[src/rtl/mdr_result_stage.sv]
`default_nettype none
// ============================================================================
// Module   : mdr_result_stage
// Purpose  : Result-selection and output-register stage of the multiply /
//            divide / root unit. Latches the operation at start, counts
//            datapath steps, captures and optionally sign-corrects the
//            result words on the final step, and holds them under a
//            valid/ready handshake until the consumer accepts.
// Ports    : clk, rst        - clock, synchronous active-high reset
//            i_start, i_op   - start pulse and operation code (IDLE only)
//            i_sign_q/_r     - quotient / remainder negate flags
//            i_step_valid    - datapath finished one step this cycle
//            i_rem_X         - remainder / product-low word
//            i_quo_X_a2      - quotient / root / product-high word
//            i_ready         - consumer accepts the held result
//            o_result, o_rem - selected result and secondary words
//            o_valid, o_busy - result held / operation in flight
//            o_err           - latched op code was invalid
// Revision : 1.0 - initial release
// ============================================================================
module mdr_result_stage #(
  parameter int DW       = 16,
  parameter int ITER     = 16,
  parameter int SIGN_FIX = 1
) (
  input  logic          clk,
  input  logic          rst,
  input  logic          i_start,
  input  logic [1:0]    i_op,
  input  logic          i_sign_q,
  input  logic          i_sign_r,
  input  logic          i_step_valid,
  input  logic [DW-1:0] i_rem_X,
  input  logic [DW-1:0] i_quo_X_a2,
  input  logic          i_ready,
  output logic [DW-1:0] o_result,
  output logic [DW-1:0] o_rem,
  output logic          o_valid,
  output logic          o_busy,
  output logic          o_err
);

  // Operation codes shared with the rest of the MDR unit.
  localparam logic [1:0] c_OP_MULT = 2'd0;
  localparam logic [1:0] c_OP_DIV  = 2'd1;
  localparam logic [1:0] c_OP_ROOT = 2'd2;

  localparam int            CW     = (ITER > 2) ? $clog2(ITER) : 1;
  localparam logic [CW-1:0] c_LAST = CW'(ITER - 1);

  typedef enum logic [1:0] {
    S_IDLE = 2'd0,
    S_RUN  = 2'd1,
    S_HOLD = 2'd2
  } state_t;

  state_t        state_q;
  logic [CW-1:0] cnt_q;
  logic [1:0]    op_q;
  logic          sign_q_q;
  logic          sign_r_q;
  logic [DW-1:0] result_q;
  logic [DW-1:0] rem_q;
  logic          valid_q;
  logic          busy_q;
  logic          err_q;

  logic          fix_en;
  logic [DW-1:0] result_d;
  logic [DW-1:0] rem_d;

  // Sign correction is a build-time option; when disabled the negate
  // paths collapse to constant zero enables.
  generate
    if (SIGN_FIX != 0) begin : g_sign_fix
      assign fix_en = 1'b1;
    end else begin : g_no_sign_fix
      assign fix_en = 1'b0;
    end
  endgenerate

  // Capture selection. Invalid codes route like DIV but are never negated,
  // so only the genuine DIV code reaches the negate muxes.
  always_comb begin
    result_d = i_quo_X_a2;
    rem_d    = i_rem_X;
    case (op_q)
      c_OP_MULT: begin
        result_d = i_rem_X;
        rem_d    = i_quo_X_a2;
      end
      c_OP_DIV: begin
        if (fix_en && sign_q_q) begin
          result_d = (~i_quo_X_a2) + DW'(1);
        end
        if (fix_en && sign_r_q) begin
          rem_d = (~i_rem_X) + DW'(1);
        end
      end
      c_OP_ROOT: begin
        result_d = i_quo_X_a2;
        rem_d    = i_rem_X;
      end
      default: begin
        result_d = i_quo_X_a2;
        rem_d    = i_rem_X;
      end
    endcase
  end

  always_ff @(posedge clk) begin
    if (rst) begin
      state_q  <= S_IDLE;
      cnt_q    <= '0;
      op_q     <= c_OP_MULT;
      sign_q_q <= 1'b0;
      sign_r_q <= 1'b0;
      result_q <= '0;
      rem_q    <= '0;
      valid_q  <= 1'b0;
      busy_q   <= 1'b0;
      err_q    <= 1'b0;
    end else begin
      case (state_q)
        S_IDLE: begin
          if (i_start) begin
            op_q     <= i_op;
            sign_q_q <= i_sign_q;
            sign_r_q <= i_sign_r;
            cnt_q    <= '0;
            err_q    <= (i_op == 2'd3);
            busy_q   <= 1'b1;
            state_q  <= S_RUN;
          end
        end
        S_RUN: begin
          if (i_step_valid) begin
            if (cnt_q == c_LAST) begin
              result_q <= result_d;
              rem_q    <= rem_d;
              valid_q  <= 1'b1;
              cnt_q    <= '0;
              state_q  <= S_HOLD;
            end else begin
              cnt_q <= cnt_q + CW'(1);
            end
          end
        end
        S_HOLD: begin
          // A start arriving with the accepting handshake is dropped; the
          // first chance to restart is the following IDLE cycle.
          if (i_ready) begin
            valid_q <= 1'b0;
            busy_q  <= 1'b0;
            state_q <= S_IDLE;
          end
        end
        default: begin
          valid_q <= 1'b0;
          busy_q  <= 1'b0;
          cnt_q   <= '0;
          state_q <= S_IDLE;
        end
      endcase
    end
  end

  assign o_result = result_q;
  assign o_rem    = rem_q;
  assign o_valid  = valid_q;
  assign o_busy   = busy_q;
  assign o_err    = err_q;

endmodule
`default_nettype wire

[config.mk]
export PLATFORM = sky130hd
export DESIGN_NAME = mdr_result_stage
export DESIGN_NICKNAME = d
export VERILOG_FILES = /design/src/rtl/mdr_result_stage.sv
export SDC_FILE = /design/constraint.sdc
export NUM_CORES = 1
export LEC_CHECK = 0
export ABC_AREA = 1
export CORE_ASPECT_RATIO = 0.7
export CORE_MARGIN = 8
export CORE_UTILIZATION = 39
export CTS_CLUSTER_SIZE = 14
export DETAILED_ROUTE_END_ITERATION = 8
export PLACE_DENSITY_LB_ADDON = 0.3
export SLEW_MARGIN = 20
export SYNTH_ARGS = -nofsm -noshare
export SYNTH_HDL_FRONTEND = slang
export SYNTH_SLANG_ARGS = --single-unit
[constraint.sdc]
create_clock -name clk -period 1.87 [get_ports clk]
set_input_delay 0.374 -clock clk [delete_from_list [all_inputs] [get_ports clk]]
set_output_delay 0.374 -clock clk [all_outputs]
set_load 0.05 [all_outputs]
; Word level (Yosys, flattened, before mapping)
; Index checks and enable logic that the tools add are counted.
[word_totals]
inputBits = 41
regBits = 45
mem_bits_rw = 0
memories = 0
mem_bits_ro = 0
latchBits = 0
word_cells = 54
[classes]
bitwise_logic = 5
add_sub_neg = 3
multipliers = 0
n_div = 0
muxes = 19
order_cmp = 0
shift = 0
eq_ne = 9
reduce_logical = 8
[ops]
columns = op, n
row1 = $pmux 16 s2, 2
row2 = $add 16x1->16 const B, 2
row3 = $mux 16, 2
row4 = $not 16->16, 2
row5 = $mux 4, 3
row6 = $pmux 4 s3, 1
row7 = $reduce_and 3->1, 3
row8 = $mux 2, 4
row9 = $ne 2x2->1 const B, 4
row10 = $reduce_and 4->1, 2
row11 = $pmux 1 s3, 2
row12 = $pmux 2 s3, 1
row13 = $add 4x1->4 const B, 1
row14 = $eq 2x1->1 const B, 2
row15 = $eq 2x2->1 const B, 2
row16 = $eq 4x4->1 const B, 1
row17 = $logic_not 2->1, 2
row18 = $mux 1, 4
row19 = $not 1->1, 3
row20 = $reduce_and 2->1, 1

; Logic depth before layout (Yosys ltp)
[logic_depth]
depth_word = 4
ltp_mapped = 11

; Worst setup path before layout
; OpenSTA, ideal clock, no wires.
[synth_path]
kind = register to register
from = register cnt_q[0]
to = register result_q[10] (netlist: o_result[10])
slack_ps = 480
path_buffers = 1
t_arrival_ps = 1263
path_stages_with_launch = 8
required_ps = 1742
cell_sequence = dfxtp_1 ha_1 nand2_2 nor2_4 nand3_4 buf_6 a221oi_1 a21oi_1
[synth_via]
elab_chain_len = 2
[synth_rtl]
columns = element, line
row1 = from (decl), 58  ; logic [CW-1:0] cnt_q;
row2 = from (signal assigned), 145  ; cnt_q <= cnt_q + CW'(1);
row3 = $eq 4x4->1, 138  ; if (cnt_q == c_LAST) begin
row4 = $reduce_and 3->1 (no source line), -
row5 = to (signal assigned), 139  ; result_q <= result_d;
row6 = to (decl), 62  ; logic [DW-1:0] result_q;
; Every way passes these cells.
; A chain may end at the register's enable or synchronous reset.

; Final worst setup path
[layout_path]
from = register cnt_q[0]
to = register result_q[5] (netlist: o_result[5])
; The elaborated chain is that of the path after synthesis.

==> impl_metrics.csv <==
group,metric,value,unit
outcome,status,"finished clean",
clocking,cts.sinks,45,
drt,drt_iter0_drc,342,
global_routing,grt_pass1_wl,16600,um
logic_synthesis,ys_seq_area_share,30.3,%
global_routing,grt_usage,18.9,%
final_layout,layout_common_cells,"90 x nand2_1, 83 x buf_4, 61 x nand3_1",
clocking,post_cts_buffers,0,
logic_synthesis,synth_compound_area_share,25.9,%
global_routing,antenna_found_initial,0,
placement,hpwl,7940,um
die,ios,76,
logic_synthesis,synthMuxAreaShare,0,%
clocking,cts_max_level,2,
placement,place.gp.congestion,0.948,
worst_setup_path,start_kind,"flip-flop",
worst_setup_path,crit_chain,"ha_1 -> nand2_2 -> nor2_4 -> nand3_4 -> buf_4 -> a221oi_2 -> a21oi_1",
final_layout,drive_above_1_share,20.5,%
worst_setup_path,r2r_slack,0.12,ns
logic_synthesis,synth-simple-area-share,31.6,%
final_layout,diodes,0,
clocking,clock_latency,0.31,ns
global_routing,grt_max_degree,37,
power,p_per_area,538,nW/um^2
clocking,clock_path_buffers,2,
sta,finClkSkew,0.00997,ns
worst_setup_path,cp_max_fo,13,
logic_synthesis,yosysWarnings,0,
power,max-vdd-ir-drop,0.000348,V
drt,via_count,3628,
drt,postRouteAntennaNets,0,
power,power,2.24,mW
worst_setup_path,worstPathRequired,2.06,ns
logic_synthesis,synth-edff-count,0,
sta,hold_viol_final,0,
clocking,cts_tree,"built",
hold_path,min_path_type,"reg -> reg",
worst_setup_path,crit_path_max_incr_delay,0.37,ns
logic_synthesis,syn_area_per_cell,6.63,sq um
sta,drv_slew,0,
logic_synthesis,synth_top_family_by_area,"simple AND/OR/NAND/NOR gates",
sta,max-slew-margin-rel,67.3,%
worst_setup_path,critPathSlowestCell,"dfxtp_1",
final_layout,nets,604,
sta,finalCritPeriodShare,93.4,%
die,row_count,26,
sta,finalSetupViolations,0,
die,die_w,120,um
sta,period_minus_slack,1.75,ns
final_layout,final_common_cell,"nand2_1",
logic_synthesis,synthArstFlopShare,0,%
power,power_leakage,1.85,nW
worst_setup_path,arrival,1.94,ns
final_layout,area_delta_synth_final,39.8,%
die,dieArea,10700,sq um
sta,worstMarginPinSlew,0.490,ns
die,core_area,7350,sq um
logic_synthesis,synth_xor_area_share,0.294,%
logic_synthesis,synth_area,2980,sq um
drt,drt-total-wl,10400,um
worst_setup_path,end_kind,"flip-flop",
sta,rsz0062_at_grt,"yes",
logic_synthesis,synth.distinct_cells,31,
logic_synthesis,synthAdderAreaFrac,1.26,%
worst_setup_path,path_class,"reg -> reg",
logic_synthesis,netlist_instances,449,
die,die_height,89.1,um
drt,drc,0,
flow_run,drv_cap,0,
placement,portBuffers,75,
die,start_util,40.5,%
clocking,clk_pin_slew,0.09,ns
drt,wire_per_inst,15.8,um
sta,setup_tns,0,ns
clocking,cts_root_buf,"clkbuf_8",
logic_synthesis,synth_flop_cell,"dfxtp_1",
logic_synthesis,ys_ff_latch,45,
drt,dr.pass1.iters,5,
global_routing,grt_pass1_vias,3360,
logic_synthesis,synth_fp_nets,493,
drt,via_per_inst,5.51,
clocking,numCtsBuffers,5,
global_routing,grt_overflow,0,
sta,fmax,572,MHz
## layout make-up
class | instances | area (sq um)
clock inverters | 2 | 10.0
inverters | 47 | 176
multi-input cells | 334 | 1780
repair buffers | 127 | 1100
well taps | 98 | 123
flip-flops and latches | 45 | 901
fillers | 728 | 3190
clock buffers | 6 | 72.6
## layer usage
layer	GRT usage [%]	wire (um)	up-vias
li1	-	-	1776
met1	25.7	5010	1679
met2	29.6	4450	161
met3	4.61	876	12
met4	4.06	70	0
met5	0	0	-
## flip-flops by register name (all words and copies together), names as in the netlist, 2 cells and up
| name | count |
|---|---|
| op_q | 2 |
| state_q | 2 |
| cnt_q | 4 |
| o_result | 16 |
| o_rem | 16 |
## critical path, delay by kind of cell (launching register included)
family                     cells  cell delay (ns)
DFF                            1             0.37
adders and majority gates      1             0.22
and+or+nand+nor                3             0.46
AOI/OAI and AO/OA              2             0.36
buffers and inverters          1             0.20
## power by group
| part | total, mW | internal (mW) | switching, mW | leakage, nW |
|---|---|---|---|---|
| sequential | 0.991 | 0.973 | 0.0178 | 0.364 |
| combinational | 0.633 | 0.269 | 0.363 | 1.44 |
| clock | 0.619 | 0.260 | 0.358 | 0.0450 |
| total | 2.24 | 1.50 | 0.739 | 1.85 |
## synthesized netlist by cell type, types with 3 or more instances
master | instances | share of area [%]
nor2_1 | 40 | 5.0
nand2_1 | 90 | 11
o21ai_1 | 3 | 0.50
ha_1 | 3 | 1.3
buf_4 | 5 | 1.3
buf_6 | 3 | 1.1
buf_2 | 9 | 1.5
a221oi_2 | 8 | 4.0
a31oi_1 | 4 | 0.84
a221oi_1 | 18 | 5.3
o21bai_1 | 3 | 0.76
a21oi_1 | 37 | 6.2
o21ai_0 | 41 | 6.9
dfxtp_1 | 45 | 30
nand3_1 | 61 | 10
nor3_1 | 3 | 0.50
clkbuf_1 | 7 | 0.88
nand4_1 | 3 | 0.63
nand3b_1 | 3 | 0.76
inv_1 | 46 | 5.8
## metrics by stage
| stage | instance area (sq um) | hold WS, ns | cells | utilization [%] | worst slack, ns |
|---|---|---|---|---|---|
| finish | 4160 | 0.470 | 659 | 56.6 | 0.123 |
| global route | 4160 | 0.500 | 659 | 56.6 | -0.00570 |
| CTS | 4150 | 0.470 | 658 | 56.4 | 0.114 |
| detailed placement | 4060 | 0.457 | 650 | 55.3 | -0.133 |
| global placement | 4060 | 0.454 | 650 | 55.3 | -0.0855 |
| floorplan | 2980 | 0.458 | 449 | - | 0.480 |
## path summary, 6_finish.rpt
path | startpoint | end | cells after the start
worst max-delay path | cnt_q[0] | o_result[5] | 7
worst min-delay path | o_busy | o_busy | 2
worst max register to register | cnt_q[0] | o_result[5] | 7
worst min register to register | o_busy | o_busy | 2
## cells by family (layout without fill, tap and decap cells)
family,after synthesis,after routing
xor gates and xnor gates,1,1
and+or+nand+nor,210,211
buffers and inverters,71,182
AOI/OAI and AO/OA,119,119
DFF,45,45
adders and majority gates,3,3
## what timing repair did
item	in CTS	in global routing
setup endpoints to repair	0	16
resized for setup	0	1
hold buffers	0	0
(Power assumes the default switching activity.)
==> variant 1 (same settings) <==
The parameter `SIGN_FIX` goes from 1 to 0.
--- a/src/rtl/mdr_result_stage.sv
+++ b/src/rtl/mdr_result_stage.sv
@@ -21,7 +21,7 @@
 module mdr_result_stage #(
   parameter int DW       = 16,
   parameter int ITER     = 16,
-  parameter int SIGN_FIX = 1
+  parameter int SIGN_FIX = 0
 ) (
   input  logic          clk,
   input  logic          rst,
Formal check against the unedited RTL: same outputs for any inputs over 10 cycles, from zero or initial values and one cycle with rst high; that may be too few to reach the edited logic, so the function may still have changed.
==> variant 1 against the original RTL <==
  * Cell area decreased by 30%
  * Sequential power decreased by 5.2%
  * Area after synthesis fell by 30%
  * Power fell by 13%
  * Via count shrank 38%
  * Sequential cell count shrank 2
  * Setup slack got worse by 92 ps
  * Routed wire length shrank 38%
  * Largest power group unchanged
  * Highest routed layer unchanged
==> variant 1: results (changes against the original RTL) <==
* Synth area leaders: dfxtp_1 41%, nand2_1 15%, nor2_1 13%
* Synth Register Bits at 43 (-4.4%)
* Final Cell Area at 0.002903 mm² (-30%)
* Status: finished, final reports clean
* Number of global-route vias before repair at 2027 (-40%)
* Final nets at 429 (-29%)
* FF-to-FF setup slack at 270 ps (+150 ps)
* Multi-input gate area at 0.001081 mm² (-39%)
* Kind of cell adding the most delay to the critical path: buffers and inverters
* Quantity of I/O buffers inserted on ports at 73 (-2.7%)
* CP Capture Point: o_rem[13]
* Final std cells w/o fill at 460 (-30%)
* Yosys cell types at 22 (-29%)
* Sequential cell area share at 29.66% (+8.0 points)
* First-pass DRT Iterations at 4 (-1)
* Filler cells at 515 (-29%)
* # placed instances at 452 (-30%)
* Placed Area at 0.002794 mm² (-31%)
* Sw Ratio at 27.70% (-5.3 points)
* P_leak at 1.379 nW (-25%)
* Crit path largest cell delay at 810 ps (+440 ps)
* Vias at 2240 (-38%)
* Reg2reg path depth at 6 (-1)
* Syn avg cell area at 6.526 µm² (-1.6%)
* First-pass GRT wire length at 9963 µm (-40%)
* Fmax at 543.8 MHz (-5.0%)
* Worst-Skew Late Latency at 290 ps (-20 ps)
* Largest net degree at the start of global routing at 34 (-8.1%)
* R2r endpoint: o_rem[7]$_SDFFE_PP0P_
* Global placement routability congestion at 0.7773 (-18%)
* Setup crit start: o_rem[13]$_SDFFE_PP0P_
* Slew headroom at 54.21% (-13 points)
* Clock Network Area Fraction at 3.578% (+1.6 points)
* Dpl ws at 94.87 ps (+228.2 ps)
* Non-clock buffer share at 24.74% (-1.8 points)
* Arr. time, crit path at 1460 ps (-480 ps)
* Mapped Area at 0.002088 mm² (-30%)
variant 1: changes by cell type after synthesis, sizes merged, moves of 7 or more:
cell / unedited run / this run
nand3: 64 / 6
inv: 47 / 13
nor2: 43 / 77
a21oi: 37 / 8
a221oi: 26 / 0
o21ai: 44 / 67
nand2: 92 / 83
buf: 17 / 10
variant 1: cell families (layout without fill, tap and decap cells):
group           Yosys count  count (layout)  share of synthesized area (%)
simple gates            170             170                          32.66
compound gates           75              75                          18.15
flops                    43              43                          41.22
buf+inv                  31              99                          7.369
fa+ha+maj                 1               1                         0.5991
variant 1: how the worst min path moves through the flow:
stage                               startpoint                      end  slack [ps]  cells after the start
after floorplan                            rst  state_q[1]$_SDFFE_PP0P_         440                      1
after global placement    o_valid$_SDFFE_PP0P_     o_valid$_SDFFE_PP0P_         440                      2
after detailed placement   o_busy$_SDFFE_PP0P_      o_busy$_SDFFE_PP0P_         460                      2
after CTS                   o_err$_SDFFE_PP0P_       o_err$_SDFFE_PP0P_         470                      2
after global routing        o_err$_SDFFE_PP0P_       o_err$_SDFFE_PP0P_         500                      2
final                      o_busy$_SDFFE_PP0P_      o_busy$_SDFFE_PP0P_         470                      2
variant 1: routing by layer:
layer / routed length (µm) / global-route usage [%]
met1: 3124 / 22.48
met2: 2529 / 21.07
met3: 698 / 6.041
met4: 60 / 4.317
met5: 0 / 0
variant 1: power by group through the flow:
stage                     registers [mW]  logic, mW  clock network [mW]
after global placement             0.958      0.340                   0
after CTS                          0.938      0.344               0.678
after floorplan                    0.976      0.176                   0
after global routing               0.941      0.386               0.717
final                              0.939      0.345               0.671
after detailed placement           0.959      0.342                   0
variant 1: tightest hold or removal path: cells and delay by family, from the launching register on:
kind / cells / cell delay [ps]
and+or+nand+nor: 1 / 60
DFF: 1 / 320
AOI/OAI and AO/OA: 1 / 50
==> variant 2 (config.mk and constraints unchanged) <==
Made on the original files. Re-encode `state_t` (3 states) as one-hot, 3 bits wide.
--- a/src/rtl/mdr_result_stage.sv
+++ b/src/rtl/mdr_result_stage.sv
@@ -48,10 +48,10 @@
   localparam int            CW     = (ITER > 2) ? $clog2(ITER) : 1;
   localparam logic [CW-1:0] c_LAST = CW'(ITER - 1);
 
-  typedef enum logic [1:0] {
-    S_IDLE = 2'd0,
-    S_RUN  = 2'd1,
-    S_HOLD = 2'd2
+  typedef enum logic [2:0] {
+    S_IDLE = 3'b001,
+    S_RUN  = 3'b010,
+    S_HOLD = 3'b100
   } state_t;
 
   state_t        state_q;
Formal check against the unedited RTL: same outputs for any inputs over 10 cycles, from zero or initial values and one cycle with rst high; not proved beyond that.
==> variant 2 against the original RTL <==
  * Maximum frequency rose by 9.6%
  * Area after synthesis is 2.0% higher
  * Sequential cell count increased by 1
  * Count of clock-buffer cells in the layout unchanged
  * Power up 7.1%
  * Routed wire length up 0.88%
  * Worst hold slack gained 8.2 ps
  * Synthesized cell count grew 5.8%
  * Cell area fell by 2.2%
  * Via count up 0.85%
  * Setup slack gained 150 ps
  * Critical path type is now primary input to register
  * Largest power group unchanged
==> variant 2: results (changes against the original RTL) <==
* Status: finished, final reports clean
* CP Max Fanout at 7 (-6)
* Layout cells sized above 1 at 16.37% (-4.1 points)
* Crit path largest cell delay at 530 ps (+160 ps)
* Mapped Nets at 519 (+5.3%)
* Final Skew at 8.858 ps (-1.116 ps)
* First-pass GRT wire length at 17050 µm (+3.0%)
* Largest net degree at the start of global routing at 33 (-11%)
* R2r endpoint: o_result[4]$_SDFFE_PP0P_
* Total track usage at 18.97% (+0.086 points)
* Arr. time, crit path at 1840 ps (-100 ps)
* # placed instances at 661 (+1.7%)
* Hold_sp: o_err$_SDFFE_PP0P_
* Final nets at 611 (+1.2%)
* Sequential area share after synthesis at 30.31% (+0.061 points)
* Detailed Place HPWL at 7888 µm (-0.60%)
* Drt via density at 5.469 (-0.65%)
* Reg2reg path depth at 8 (+1)
* Vias at 3659 (+0.85%)
* Iter 0 DRT Violations at 279 (-18%)
* Synth Area in XOR/XNOR at 0% (-0.29 points)
* Kind of cell adding the most delay to the critical path: buffers and inverters
* Hold WS at 478.4 ps (+8.155 ps)
* Post-synth top cells: 87 x nand2_1, 61 x nand3_1, 58 x nor2_1, 46 x dfxtp_1, 44 x inv_1
* Synth area leaders: dfxtp_1 30%, nand2_1 11%, nand3_1 10%
* Met1 Track Usage GR at 25.74% (+0.075 points)
* P_leak at 1.802 nW (-2.4%)
* Max VDD drop at 0.2703 mV (-22%)
* Adder-Cell Fraction of Synth Area at 1.236% (-0.025 points)
* Met3 Usage GRT at 5.122% (+0.52 points)
* Filler cells at 816 (+12%)
variant 2: changes by cell type after synthesis, sizes merged, moves of 3 or more:
cell	change
a211oi	+17
nand4	+4
a221oi	-26
inv	+3
nand2	-3
nor2	+21
a31oi	+7
a21oi	-4
o21ai	+4
a41oi	+3
variant 2: cell type report:
cell class | count | share of cell area [%]
clock buffer | 6 | 2.028
sequential | 46 | 22.61
multi-input combinational | 356 | 44.15
timing repair buffer | 107 | 23.10
clock inverter | 2 | 0.3072
inverter | 51 | 4.700
tap | 101 | 3.103
variant 2: per-layer routing:
metal	wire length (µm)	vias to the layer above
li1	-	1806
met1	4975	1708
met2	4572	137
met3	881	8
met4	66	0
met5	0	-
variant 2: where the power goes:
part           leakage (nW)  switching (mW)  total (mW)  internal (mW)
sequential            0.372          0.0243        1.02          0.998
combinational          1.38           0.431       0.704          0.272
clock                0.0472           0.378       0.676          0.298
total                  1.80           0.833        2.40           1.57
